## config.mk

```make
export PLATFORM = sky130hd
export DESIGN_NAME = pc_fetch_gen_flat
export DESIGN_NICKNAME = d
export VERILOG_FILES = /design/src/rtl/pc_pkg.sv /design/src/rtl/pc_fetch_gen_if.sv /design/src/rtl/pc_ras.sv /design/src/rtl/pc_fetch_gen.sv /design/src/flat_wrapper.sv
export SDC_FILE = /design/constraint.sdc
export NUM_CORES = 1
export LEC_CHECK = 0
export CAP_MARGIN = 20
export CORE_MARGIN = 2
export CORE_UTILIZATION = 42
export DETAILED_ROUTE_END_ITERATION = 8
export GPL_TIMING_DRIVEN = 1
export HOLD_SLACK_MARGIN = 0.03
export PLACE_DENSITY = 0.84
export RECOVER_POWER = 25
export SLEW_MARGIN = 15
export SYNTH_ARGS = -nofsm -noshare
export SYNTH_HDL_FRONTEND = slang
export SYNTH_SLANG_ARGS = --single-unit
```

## constraint.sdc

```tcl
create_clock -name i_clk -period 2.5 [get_ports i_clk]
set_clock_uncertainty 0.05 [all_clocks]
set_input_delay 0.25 -clock i_clk [delete_from_list [all_inputs] [get_ports i_clk]]
set_output_delay 0.25 -clock i_clk [all_outputs]
set_load 0.05 [all_outputs]
```

## src/rtl/pc_pkg.sv

```systemverilog
// rtl/pc_pkg.sv - FSM state encoding and redirect-alignment masks for pc_fetch_gen
package pc_pkg;

  typedef enum logic [1:0] {
    ST_IDLE = 2'd0,
    ST_RUN  = 2'd1,
    ST_TRAP = 2'd2
  } pc_state_t;

  localparam logic [1:0] ALIGN_MASK_32 = 2'b11;
  localparam logic [1:0] ALIGN_MASK_16 = 2'b01;

  function automatic logic [1:0] align_mask(input int ialign);
    return (ialign == 16) ? ALIGN_MASK_16 : ALIGN_MASK_32;
  endfunction

endpackage

```

## src/rtl/pc_fetch_gen_if.sv

```systemverilog
// rtl/pc_fetch_gen_if.sv - valid/ready fetch request bus toward instruction memory
interface pc_fetch_gen_if #(
  parameter int XLEN = 32
);
  logic [XLEN-1:0] o_pc;
  logic            o_fetch_valid;
  logic            i_fetch_ready;
  logic            o_fetch_kill;

  modport master (output o_pc, output o_fetch_valid, input i_fetch_ready, output o_fetch_kill);
  modport slave  (input o_pc, input o_fetch_valid, output i_fetch_ready, input o_fetch_kill);
endinterface

```

## src/rtl/pc_ras.sv

```systemverilog
// rtl/pc_ras.sv - circular return-address stack; push on full overwrites the oldest entry
module pc_ras #(
  parameter int XLEN  = 32,
  parameter int DEPTH = 4
) (
  input  logic            i_clk,
  input  logic            i_rst,
  input  logic            push,
  input  logic [XLEN-1:0] push_addr,
  input  logic            pop,
  output logic [XLEN-1:0] top,
  output logic            empty,
  output logic            full
);
  localparam int PW = $clog2(DEPTH);

  logic [XLEN-1:0] mem [DEPTH];
  logic [PW-1:0]   ptr;
  logic [PW:0]     count;
  logic [PW-1:0]   top_idx;

  assign top_idx = ptr - PW'(1);
  assign top     = mem[top_idx];
  assign empty   = (count == '0);
  assign full    = (count == (PW+1)'(DEPTH));

  always_ff @(posedge i_clk) begin
    if (i_rst) begin
      ptr   <= '0;
      count <= '0;
    end else if (push && pop && !empty) begin
      ptr   <= ptr;
    end else if (push) begin
      ptr <= ptr + PW'(1);
      if (!full) count <= count + (PW+1)'(1);
    end else if (pop && !empty) begin
      ptr   <= top_idx;
      count <= count - (PW+1)'(1);
    end
  end

  // Simultaneous push/pop replaces the top in place so depth is unchanged.
  always_ff @(posedge i_clk) begin
    if (push && pop && !empty) mem[top_idx] <= push_addr;
    else if (push)             mem[ptr]     <= push_addr;
  end
endmodule

```

## src/rtl/pc_fetch_gen.sv

```systemverilog
// rtl/pc_fetch_gen.sv - PC generator with fetch handshake, trap on misaligned redirect; optional RAS under PC_RAS_EN
module pc_fetch_gen
  import pc_pkg::*;
#(
  parameter int              XLEN      = 32,
  parameter logic [XLEN-1:0] RESET_VEC = '0,
  parameter logic [XLEN-1:0] TRAP_VEC  = XLEN'('h400),
  parameter int              IALIGN    = 32,
  parameter int              INC_BYTES = 4,
  parameter int              RAS_DEPTH = 4
) (
  input  logic              i_clk,
  input  logic              i_rst,
  input  logic              i_load_start,
  input  logic [XLEN-1:0]   i_start_addr,
  input  logic              i_go,
  input  logic              i_stall,
  input  logic              i_redirect,
  input  logic [XLEN-1:0]   i_redirect_addr,
  input  logic              i_ras_push,
  input  logic [XLEN-1:0]   i_ras_push_addr,
  input  logic              i_ras_pop,
  pc_fetch_gen_if.master    fetch,
  output logic              o_misaligned,
  output logic [XLEN-1:0]   o_bad_addr,
  output logic              o_ras_empty,
  output logic [1:0]        o_state
);
  localparam logic [1:0] MASK = align_mask(IALIGN);

  pc_state_t       state, state_n;
  logic [XLEN-1:0] pc, pc_n, bad_n;
  logic            kill_n, mis_n, valid, misalign;
  logic            ras_push, ras_pop, ras_empty;
  logic [XLEN-1:0] ras_top;

`ifdef PC_RAS_EN
  logic ras_unused_full;
  pc_ras #(.XLEN(XLEN), .DEPTH(RAS_DEPTH)) u_ras (
    .i_clk     (i_clk),
    .i_rst     (i_rst),
    .push      (ras_push),
    .push_addr (i_ras_push_addr),
    .pop       (ras_pop),
    .top       (ras_top),
    .empty     (ras_empty),
    .full      (ras_unused_full)
  );
`else
  logic unused_ras_inputs;
  assign unused_ras_inputs = &{1'b0, i_ras_push, i_ras_pop, i_ras_push_addr, ras_push, ras_pop};
  assign ras_empty = 1'b1;
  assign ras_top   = '0;
`endif

  assign valid    = (state == ST_RUN) && !i_stall;
  assign misalign = |(i_redirect_addr[1:0] & MASK);

  always_ff @(posedge i_clk) begin
    if (i_rst) begin
      state              <= ST_IDLE;
      pc                 <= RESET_VEC;
      fetch.o_fetch_kill <= 1'b0;
      o_misaligned       <= 1'b0;
      o_bad_addr         <= '0;
    end else begin
      state              <= state_n;
      pc                 <= pc_n;
      fetch.o_fetch_kill <= kill_n;
      o_misaligned       <= mis_n;
      o_bad_addr         <= bad_n;
    end
  end

  always_comb begin
    state_n  = state;
    pc_n     = pc;
    bad_n    = o_bad_addr;
    kill_n   = 1'b0;
    mis_n    = 1'b0;
    ras_push = 1'b0;
    ras_pop  = 1'b0;
    case (state)
      ST_IDLE: begin
        if (i_load_start) pc_n = i_start_addr;
        if (i_go)         state_n = ST_RUN;
      end
      ST_RUN: begin
        ras_push = i_ras_push;
        if (i_redirect) begin
          kill_n = valid && !fetch.i_fetch_ready;
          if (misalign) begin
            mis_n   = 1'b1;
            bad_n   = i_redirect_addr;
            state_n = ST_TRAP;
          end else begin
            pc_n = i_redirect_addr;
          end
        end else if (i_ras_pop && !ras_empty) begin
          ras_pop = 1'b1;
          pc_n    = ras_top;
          kill_n  = valid && !fetch.i_fetch_ready;
        end else if (valid && fetch.i_fetch_ready) begin
          pc_n = pc + XLEN'(INC_BYTES);
        end
      end
      ST_TRAP: begin
        pc_n    = TRAP_VEC;
        state_n = ST_RUN;
      end
      default: state_n = ST_IDLE;
    endcase
  end

  assign fetch.o_pc          = pc;
  assign fetch.o_fetch_valid = valid;
  assign o_ras_empty         = ras_empty;
  assign o_state             = state;
endmodule

```

## src/flat_wrapper.sv

```systemverilog
// flat-port wrapper written by rule: the top's interface ports become plain ports
module pc_fetch_gen_flat import pc_pkg::*;
#(
  parameter int              XLEN      = 32,
  parameter logic [XLEN-1:0] RESET_VEC = '0,
  parameter logic [XLEN-1:0] TRAP_VEC  = XLEN'('h400),
  parameter int              IALIGN    = 32,
  parameter int              INC_BYTES = 4,
  parameter int              RAS_DEPTH = 4
)
  (i_clk, i_rst, i_load_start, i_start_addr, i_go, i_stall, i_redirect, i_redirect_addr, i_ras_push, i_ras_push_addr, i_ras_pop, o_misaligned, o_bad_addr, o_ras_empty, o_state, fetch_o_pc, fetch_o_fetch_valid, fetch_i_fetch_ready, fetch_o_fetch_kill);
  pc_fetch_gen_if #(.XLEN(XLEN)) fetch_i ();
  input  logic i_clk;
  input  logic i_rst;
  input  logic i_load_start;
  input  logic [XLEN-1:0] i_start_addr;
  input  logic i_go;
  input  logic i_stall;
  input  logic i_redirect;
  input  logic [XLEN-1:0] i_redirect_addr;
  input  logic i_ras_push;
  input  logic [XLEN-1:0] i_ras_push_addr;
  input  logic i_ras_pop;
  output logic o_misaligned;
  output logic [XLEN-1:0] o_bad_addr;
  output logic o_ras_empty;
  output logic [1:0] o_state;
  output wire logic [$bits(fetch_i.o_pc)-1:0] fetch_o_pc;
  output wire logic [$bits(fetch_i.o_fetch_valid)-1:0] fetch_o_fetch_valid;
  input wire logic [$bits(fetch_i.i_fetch_ready)-1:0] fetch_i_fetch_ready;
  output wire logic [$bits(fetch_i.o_fetch_kill)-1:0] fetch_o_fetch_kill;
  assign fetch_o_pc = fetch_i.o_pc;
  assign fetch_o_fetch_valid = fetch_i.o_fetch_valid;
  assign fetch_i.i_fetch_ready = fetch_i_fetch_ready;
  assign fetch_o_fetch_kill = fetch_i.o_fetch_kill;
  pc_fetch_gen #(.XLEN(XLEN), .RESET_VEC(RESET_VEC), .TRAP_VEC(TRAP_VEC), .IALIGN(IALIGN), .INC_BYTES(INC_BYTES), .RAS_DEPTH(RAS_DEPTH)) u_core (.i_clk(i_clk), .i_rst(i_rst), .i_load_start(i_load_start), .i_start_addr(i_start_addr), .i_go(i_go), .i_stall(i_stall), .i_redirect(i_redirect), .i_redirect_addr(i_redirect_addr), .i_ras_push(i_ras_push), .i_ras_push_addr(i_ras_push_addr), .i_ras_pop(i_ras_pop), .fetch(fetch_i), .o_misaligned(o_misaligned), .o_bad_addr(o_bad_addr), .o_ras_empty(o_ras_empty), .o_state(o_state));
endmodule
```

==> results.yml <==
clock_tree:
  ctsRootBufferMaster: "sky130_fd_sc_hd__clkbuf_8"
  cts_made_buffers: 9
  cts_max_path_buffers: 2
  worstSkewPairLatency_ns: 0.35
  clock-sinks: 68
  clk_transition_reported_paths_ns: 0.08
  cts_tree: "yes"
  postCtsSetupBuffers: 0
  cts_hold_buffers: 0
  h_tree_levels: 3
critical_path:
  critical_path.slowest_cell: "sky130_fd_sc_hd__or4_1"
  setup.worst_path.end_class: "flop"
  timing.critical_path.arrival_ns: 2.51
  worstPathMaxFanout: 6
  critical_path.top_delay_family: "simple AND/OR/NAND/NOR gates"
  critical_path.most_common_cell: "sky130_fd_sc_hd__nand4_1"
  timing.critical_path.buf_inv: 0
  path_cells: "ha_1 -> nand4_1 -> nor3_2 -> nand4_1 -> or4_1 -> a31oi_1"
  timing.critical_path.required_ns: 2.72
  critPathKind: "reg -> reg"
  critPathLaunchType: "flop"
  critPathMaxStageDelay_ns: 0.54
placed_design:
  routabilityCongestion: 0.904
  dp_hpwl_um: 9880
  place.port_buffers: 139
power_and_ir_drop:
  power.share.switching_pct: 49.4
  power.clock.fraction_pct: 15.4
  seq_power_share_pct: 25.4
  largest_voltage_drop_on_the_vdd_net_mv: 0.496
  p_comb_share_pct: 59.2
  netSwitchingPower_w: 0.00334
  p_leak_nw: 2.14
  intPower_w: 0.00342
  power.density_mw_per_mm2: 1180
yosys:
  synth.cell_area_sq_mm: 0.00387
  synthDominantAreaCellType: "sky130_fd_sc_hd__dfxtp_1"
  post_synth_main_area_contributors: "sky130_fd_sc_hd__dfxtp_1 35%, sky130_fd_sc_hd__nand2_1 11%, sky130_fd_sc_hd__a21oi_1 8.5%"
  largest_family_of_logic_cells_by_synthesized_area: "simple AND/OR/NAND/NOR gates"
  synth_enable_flop_cells: 0
  ys_seq_elements: 68
  ys_dominant_reg_cell: "sky130_fd_sc_hd__dfxtp_1"
  syn-num-nets: 643
  synthMuxAreaShare_pct: 1.88
  synth_top_cell_area_share_pct: 35.2
  post_synth_and_or_nand_nor_area_fraction_pct: 29.9
  ys.warnings.count: 0
  seq_area_frac_synth_pct: 35.2
  yosys.cell_types.count: 59
  ys_async_sr_fraction_pct: 0
  gate_count_post_synth: 532
  yosys.area_share.adder_pct: 1.94
  synthXorXnorAreaFrac_pct: 1.81
  synth.avg_cell_area_sq_um: 7.27
  synth_compound_area_share_pct: 24.2
die:
  boundaryPins: 175
  floorplan.die.height_um: 100
  initial_core_util_pct: 42.7
  core_sq_mm: 0.00906
  die_footprint_sq_mm: 0.00999
  fp.dieW_um: 100
  row_count: 35
timing:
  hold_viol: 0
  timing.final.crit_period_ns: 2.29
  timing.fmax_mhz: 437
  grt_setup_unrepaired: "no"
  worst-slew-pin-transition_ns: 0.761
  max_slew_violation_count: 0
  min_period_over_period_pct: 91.5
  max-slew-margin-rel_pct: 49.2
  timing.setup.tns_ns: 0
  setup_viol_count_final: 0
cells_and_area:
  design.final.nets: 782
  postLayoutCoreUtil_pct: 63.0
  layout.cells.most_common_list: "109 x sky130_fd_sc_hd__nand2_1, 107 x sky130_fd_sc_hd__clkdlybuf4s50_1, 68 x sky130_fd_sc_hd__dfxtp_1, 66 x sky130_fd_sc_hd__a21oi_1, 46 x sky130_fd_sc_hd__nor2_1"
  num_antenna_cells: 0
  mostFrequentLayoutCell: "sky130_fd_sc_hd__nand2_1"
  areaGrowthSynthToFinish_pct: 47.7
  layout-drive-gt1-share_pct: 8.58
hold_path:
  hold_class: "in -> reg"
global_route:
  grt_pass1_wl_um: 21600
  gr-usage-all-layers_pct: 26.7
  grt_start_max_net_pins: 69
  gr-total-overflow: 0
  first_global_vias: 4434
  grt_antenna_before_repair: 0
route:
  dr.first_iter.drc_count: 340
  antenna_violating_nets_post_route: 0
  vias: 4530
  routed_wl_um: 13500
  avgRoutedWirePerCell_um: 17.2
  post-route-drc-count: 0
  first_pass_iters: 5
  routed_via_density: 5.76
outcome:
  outcome: "complete, no violations"
run:
  timing.max_cap.violations: 0
layer usage:
| layer | up-vias | GRT usage, % | wire [um] |
|---|---|---|---|
| li1 | 2177 | - | - |
| met1 | 2092 | 34.4 | 5780 |
| met2 | 237 | 43.9 | 6290 |
| met3 | 24 | 6.55 | 1220 |
| met4 | 0 | 9.38 | 216 |
| met5 | - | 0 | 0 |
worst paths after layout:
kind / to / cells past startpoint / from / slack, ns
min: u_core.fetch.o_pc[31] / 4 / i_rst / 0.27
max reg2reg: u_core.fetch.o_pc[26] / 6 / u_core.fetch.o_pc[2] / 0.21
max: u_core.fetch.o_pc[26] / 6 / u_core.fetch.o_pc[2] / 0.21
min reg2reg: u_core.o_bad_addr[9] / 2 / u_core.o_bad_addr[9] / 0.40
flip-flops by register name, summed over array words and instances (netlist names):
name,cells
u_core.o_state,2
u_core.o_bad_addr,32
u_core.fetch.o_fetch_kill,1
u_core.fetch.o_pc,32
u_core.o_misaligned,1
synth_stat cells (2+ instances only):
cell type,number
sky130_fd_sc_hd__nor4_1,5
sky130_fd_sc_hd__or4_1,4
sky130_fd_sc_hd__xnor2_1,5
sky130_fd_sc_hd__o22ai_1,4
sky130_fd_sc_hd__or3_1,3
sky130_fd_sc_hd__o21a_1,2
sky130_fd_sc_hd__nor2_1,46
sky130_fd_sc_hd__dfxtp_1,68
sky130_fd_sc_hd__inv_1,9
sky130_fd_sc_hd__o21ai_0,23
sky130_fd_sc_hd__nand4b_1,3
sky130_fd_sc_hd__nand2_1,109
sky130_fd_sc_hd__and2_1,3
sky130_fd_sc_hd__a311oi_1,4
sky130_fd_sc_hd__nand3_1,18
sky130_fd_sc_hd__nor2b_1,8
sky130_fd_sc_hd__xor2_1,3
sky130_fd_sc_hd__a211oi_1,10
sky130_fd_sc_hd__a31oi_1,10
sky130_fd_sc_hd__o31ai_1,2
sky130_fd_sc_hd__nor3_1,10
sky130_fd_sc_hd__and4_1,2
sky130_fd_sc_hd__a2111oi_0,3
sky130_fd_sc_hd__a21o_1,4
sky130_fd_sc_hd__nand2b_1,3
sky130_fd_sc_hd__clkbuf_1,34
sky130_fd_sc_hd__o32ai_1,2
sky130_fd_sc_hd__nand4_1,7
sky130_fd_sc_hd__o211ai_1,5
sky130_fd_sc_hd__mux2i_1,5
sky130_fd_sc_hd__o2111ai_1,3
sky130_fd_sc_hd__ha_1,6
sky130_fd_sc_hd__and3_1,9
sky130_fd_sc_hd__buf_2,4
sky130_fd_sc_hd__a221oi_1,5
sky130_fd_sc_hd__o311ai_1,2
sky130_fd_sc_hd__a21oi_1,66
sky130_fd_sc_hd__nand3b_1,2
kinds of logic after synthesis:
| group | after synthesis |
|---|---|
| other cells | 1 |
| buf+inv | 49 |
| simple gates | 241 |
| mux | 7 |
| fa+ha+maj | 6 |
| flops | 68 |
| compound gates | 152 |
| xor+xnor | 8 |
tightest hold or removal path: cells and delay by family:
kind	cells	cell delay, ns
AO/OA/AOI/OAI	2	0.20
buffers and inverters	1	0.11
AND/OR/NAND/NOR	1	0.05
power by group through the flow:
stage | Clock (W) | Sequential, W | Combinational [W]
floorplan | 0 | 0.00264 | 0.00165
global placement | 0 | 0.00172 | 0.00388
detailed placement | 0 | 0.00173 | 0.00398
CTS | 0.00106 | 0.00171 | 0.00400
global route | 0.00111 | 0.00176 | 0.00429
finish | 0.00104 | 0.00172 | 0.00400
per-stage QoR:
stage / power, W / worst slack [ns] / instances / hold WS, ns / instance area [sq um]
5_1_grt: 0.00716 / 0.00477 / 787 / 0.337 / 5710
2_1_floorplan: 0.00429 / 0.108 / 532 / 0.336 / 3870
3_5_place_dp: 0.00571 / 0.118 / 771 / 0.398 / 5480
3_3_place_gp: 0.00560 / 0.235 / 771 / 0.391 / 5480
4_1_cts: 0.00677 / 0.0971 / 787 / 0.251 / 5710
6_report: 0.00676 / 0.212 / 787 / 0.266 / 5710
what timing repair did:
action,in CTS,in global routing
endpoints found under the hold margin,0,0
endpoints found under the setup margin,0,3
resized for setup,0,3
cell type report:
type | count | area, sq um
Inverter | 9 | 33.8
Timing Repair Buffer | 168 | 1620
Multi-Input combinational cell | 415 | 2330
Tap cell | 111 | 139
Fill cell | 801 | 3350
Sequential cell | 68 | 1360
Clock inverter | 6 | 87.6
Clock buffer | 10 | 138
Note: power is estimated with default switching activity, not from simulation.
